**config.mk**
```make
export PLATFORM = sky130hd
export DESIGN_NAME = axi_lite_read_arbiter
export DESIGN_NICKNAME = d
export VERILOG_FILES = /design/src/rtl/axi_lite_read_arbiter.sv
export SDC_FILE = /design/constraint.sdc
export NUM_CORES = 1
export LEC_CHECK = 0
export BUFFER_PORTS_ARGS = -buffer_cell sky130_fd_sc_hd__clkbuf_2
export CORE_ASPECT_RATIO = 0.8
export CORE_UTILIZATION = 47
export DETAILED_ROUTE_END_ITERATION = 16
export GPL_TIMING_DRIVEN = 0
export MAX_ROUTING_LAYER = met4
export PLACE_DENSITY = 0.86
export REMOVE_ABC_BUFFERS = 1
export SKIP_LAST_GASP = 1
export SYNTH_ARGS = -nofsm -noshare
export SYNTH_HDL_FRONTEND = slang
export SYNTH_SLANG_ARGS = --single-unit
```
**constraint.sdc**
```tcl
create_clock -name ACLK -period 2.2 [get_ports ACLK]
set_clock_uncertainty 0.1 [all_clocks]
set_input_delay 0.11 -clock ACLK [delete_from_list [all_inputs] [get_ports ACLK]]
set_output_delay 0.11 -clock ACLK [all_outputs]
set_load 0.02 [all_outputs]
```
**src/rtl/axi_lite_read_arbiter.sv**
```systemverilog
// Two-requester round-robin AXI4-Lite read master: one transaction in flight at a time,
// carried through IDLE -> ADDR -> DATA -> RESP.
module axi_lite_read_arbiter #(
  parameter int ADDR_W = 32,
  parameter int DATA_W = 32,
  parameter int CNT_W  = 16
) (
  input  logic              ACLK,
  input  logic              ARESETN,
  input  logic              req0_valid,
  input  logic [ADDR_W-1:0] req0_addr,
  output logic              req0_ready,
  output logic              rsp0_valid,
  output logic [DATA_W-1:0] rsp0_data,
  output logic [1:0]        rsp0_resp,
  input  logic              req1_valid,
  input  logic [ADDR_W-1:0] req1_addr,
  output logic              req1_ready,
  output logic              rsp1_valid,
  output logic [DATA_W-1:0] rsp1_data,
  output logic [1:0]        rsp1_resp,
  output logic [ADDR_W-1:0] M_AXI_ARADDR,
  output logic              M_AXI_ARVALID,
  input  logic              M_AXI_ARREADY,
  input  logic [DATA_W-1:0] M_AXI_RDATA,
  input  logic [1:0]        M_AXI_RRESP,
  input  logic              M_AXI_RVALID,
  output logic              M_AXI_RREADY,
  output logic              busy,
  output logic [CNT_W-1:0]  txn_count
);

  typedef enum logic [1:0] {IDLE, ADDR, DATA, RESP} state_t;

  state_t state, state_next;
  logic   any_req, grant, accept, capture;
  logic   last_grant, grant_id;

  // Grant and request handshake decode; only meaningful while IDLE.
  always_comb begin
    any_req    = req0_valid | req1_valid;
    grant      = (req0_valid && req1_valid) ? ~last_grant : req1_valid;
    accept     = (state == IDLE) && any_req;
    capture    = (state == DATA) && M_AXI_RVALID;
    req0_ready = accept && !grant;
    req1_ready = accept && grant;
    state_next = state;
    case (state)
      IDLE:    if (any_req) state_next = ADDR;
      ADDR:    if (M_AXI_ARREADY) state_next = DATA;
      DATA:    if (M_AXI_RVALID) state_next = RESP;
      RESP:    state_next = IDLE;
      default: state_next = IDLE;
    endcase
  end

  // Handshake outputs are registered decodes of the next state.
  always_ff @(posedge ACLK or negedge ARESETN) begin
    if (!ARESETN) begin
      state         <= IDLE;
      last_grant    <= 1'b1;
      grant_id      <= 1'b0;
      M_AXI_ARADDR  <= '0;
      M_AXI_ARVALID <= 1'b0;
      M_AXI_RREADY  <= 1'b0;
      busy          <= 1'b0;
      rsp0_valid    <= 1'b0;
      rsp0_data     <= '0;
      rsp0_resp     <= '0;
      rsp1_valid    <= 1'b0;
      rsp1_data     <= '0;
      rsp1_resp     <= '0;
      txn_count     <= '0;
    end else begin
      state         <= state_next;
      M_AXI_ARVALID <= (state_next == ADDR);
      M_AXI_RREADY  <= (state_next == DATA);
      busy          <= (state_next != IDLE);
      rsp0_valid    <= 1'b0;
      rsp1_valid    <= 1'b0;
      if (accept) begin
        M_AXI_ARADDR <= grant ? req1_addr : req0_addr;
        grant_id     <= grant;
        last_grant   <= grant;
      end
      // Response registers are per requester so the idle one keeps its last beat.
      if (capture) begin
        if (grant_id) begin
          rsp1_valid <= 1'b1;
          rsp1_data  <= M_AXI_RDATA;
          rsp1_resp  <= M_AXI_RRESP;
        end else begin
          rsp0_valid <= 1'b1;
          rsp0_data  <= M_AXI_RDATA;
          rsp0_resp  <= M_AXI_RRESP;
        end
        txn_count <= txn_count + 1'b1;
      end
    end
  end

endmodule
```
==> results_dict.tcl <==
set metrics [dict create \
    status "finished clean" \
    grt_max_degree 126 \
    ys_seq_elements 125 \
    hold_start "req1_valid" \
    portBuffers 226 \
    die_h_um 95 \
    syn-cell-area_sq_mm 0.00508 \
    synth_edf_count 0 \
    reg2reg_from "state[1]" \
    period_share_pct 96.2 \
    min_path_type "in2reg" \
    root_buffer "clkbuf_16" \
    ir_worst_vdd_v 0.000702 \
    routed-via-count 4323 \
    cp.buffers_inverters 0 \
    track_usage_pct 30.1 \
    io_pins 227 \
    ys_seq_area_share_pct 61.6 \
    clk_pin_slew_ns 0.06 \
    post-route-drc-count 0 \
    drt_pass1_iterations 4 \
    use_met3_pct 7.25 \
    fill_cells 610 \
    drv_slew 0 \
    cp_top_family "compound AO/OA/AOI/OAI gates" \
    dpl_cell_area_sq_mm 0.00629 \
    tritoncts "yes" \
    grt_pass1_wl_mm 24.5 \
    crit_path_top_delay_cell "a21oi_2" \
    yosysMostFrequentCell "dfrtp_1" \
    p_leak_nw 4.05 \
    die_w_um 118 \
    cp.arrival_ns 2.35 \
    antenna_violating_nets_post_route 0 \
    gp_congestion 0.829 \
    fin_ws_ns 0.0830 \
    power_density_mw_per_mm2 1440 \
    yosysTopAreaCell "dfrtp_1" \
    antenna_found_initial 0 \
    layout-drive-gt1-share_pct 48.7 \
    worst_pin_slew_ns 0.965 \
    cts_inserted_buffers 17 \
    use_met1_pct 35.0 \
    synthToLayoutAreaGrowth_pct 56.5 \
    fin_hold_ws_ns 0.211 \
    busiest_layer "met2" \
    synthCells 340 \
    path_cells "nor2_1 -> nand2_1 -> a21oi_2 -> a221o_1" \
    final_cell_area_sq_mm 0.00795 \
    slew_headroom_pct 35.7 \
    rsz0062_at_grt "no" \
    ctsHtreeMaxLevel 4 \
    synth_area_leaders "dfrtp_1 (61%), mux2_4 (8.6%), mux2_2 (8.4%)" \
    utilization_pct 76.7 \
    cts.sinks 125 \
    worst-setup-path-type "reg2reg" \
    die_area_sq_mm 0.0112 \
    multiInputGateArea_sq_mm 0.00188 \
    fp-row-count 33 \
    num-nets-final 778 \
    yosys_warnings 0 \
    diodes 0 \
    overflow 0 \
    start_util_pct 49.0 \
    drt_iter0_drc 272 \
    synthFlopType "dfrtp_1" \
    wl_per_cell_um 19.8 \
    cp-end-kind "flop" \
    finalSetupTns_ns 0 \
    cpPeakStageDelay_ns 0.70 \
    critPathLaunchType "flop" \
    drv_cap 0 \
    place_ws_ns -0.227 \
    avgViaCountPerCell 5.23 \
    critPathLaunch "state[1]" \
    setup_viol 0 \
    coreArea_sq_mm 0.0104 \
    post-dp-hpwl_mm 8.30 \
    max-clock-path-buffers 2 \
    clk_latency_ns 0.40 \
    synthArstFlopShare_pct 100 \
    wl_mm 16.3 \
    avgSynthCellArea_sq_um 14.9 \
    hold_viol 0 \
    netlist.area_leader.share_pct 61.1 \
    grt_pass1_vias 4494 \
    period_minus_slack_ns 2.12 \
    crit_fanout 17 \
    fmax_ghz 0.472 \
    synth_cell_types 36 \
    grt_util_met2_pct 51.0 \
    seqCellArea_sq_mm 0.00313 \
    critPathRequiredTime_ns 2.43 \
    netlist_top_cells_count "dfrtp_1 (124), mux2_2 (38), a221o_1 (32)" \
]
[layout by cell type, fill, tap and decap left out, drive strengths merged, types with 2 or more instances in the layout]
master and n:
nand3 7, nand4 2, and2 33, nor2 5
and4 2, clkinv 4, xor2 3, clkinvlp 4
bufinv 3, inv 3, nand2b 4, dlygate4sd3 101
dfrtp 124, a21o 2, nand3b 2, nand2 14
a221o 32, xnor2 12, mux2 68, o21ai 3
clkbuf 245, and3 4, a21oi 2
[cell type report]
type	count	share of cell area (%)
repair buffers	328	27.1
well taps	140	2.20
multi-input cells	200	23.6
clock buffers	19	5.57
clock inverters	13	2.08
flip-flops and latches	125	39.3
inverters	1	0.0472
[state kept, by name, summed over array words and instances, names as in the netlist]
name,cells
M_AXI_ARADDR,32
M_AXI_ARVALID,1
M_AXI_RREADY,1
busy,1
grant_id,1
last_grant,1
rsp0_data,32
rsp0_resp,2
rsp0_valid,1
rsp1_data,32
rsp1_resp,2
rsp1_valid,1
state,2
txn_count,16
[per-stage QoR]
stage          instances  power (mW)
6_report             826        11.5
3_3_place_gp         690        7.99
2_1_floorplan        324        6.61
4_1_cts              825        11.3
3_5_place_dp         690        8.16
5_1_grt              826        11.9
[what timing repair did]
| item | in CTS | in global routing |
|---|---|---|
| gates resized for setup | 1 | 1 |
| endpoints found under the setup margin | 35 | 34 |
| hold buffers | 101 | 0 |
| buffers inserted | 1 | 0 |
| gates cloned | 1 | 1 |
| hold endpoints to repair | 228 | 0 |
[final timing paths]
| check | end | slack [ns] | cells past startpoint |
|---|---|---|---|
| max | M_AXI_ARADDR[21] | 0.08 | 4 |
| min | busy | 0.21 | 3 |
| max reg2reg | M_AXI_ARADDR[21] | 0.08 | 4 |
| min reg2reg | txn_count[13] | 0.39 | 1 |
| max in group asynchronous | txn_count[2] | 1.00 | 2 |
| min in group asynchronous | rsp1_data[11] | 0.33 | 2 |
[report_power, final]
part	leakage, nW	internal, mW	switching (mW)
registers	1.55	3.32	0.739
clock network	0.286	1.82	1.04
logic	2.21	1.96	2.60
[metal layers]
layer	share of wire, %	vias to the layer above
met1	41	2148
met2	51	239
met4	2.5	0
met5	0	-
li1	-	1898
met3	6.4	38
[logic make-up after synthesis]
family / after synthesis / share of synthesized area, %
flip-flops: 125 / 61.6
AND/OR/NAND/NOR: 76 / 9.11
multiplexers: 68 / 17.2
AO/OA/AOI/OAI: 38 / 7.14
buffers and inverters: 17 / 2.12
XOR/XNOR: 15 / 2.59
adder cells (fa/ha/maj): 1 / 0.246
[tightest hold or removal path, cell delays in order]
cell	delay, ns
clkbuf_2	0.14
o21ai_4	0.26
nand3_1	0.17
No activity file was read; power rests on OpenSTA's default activity.
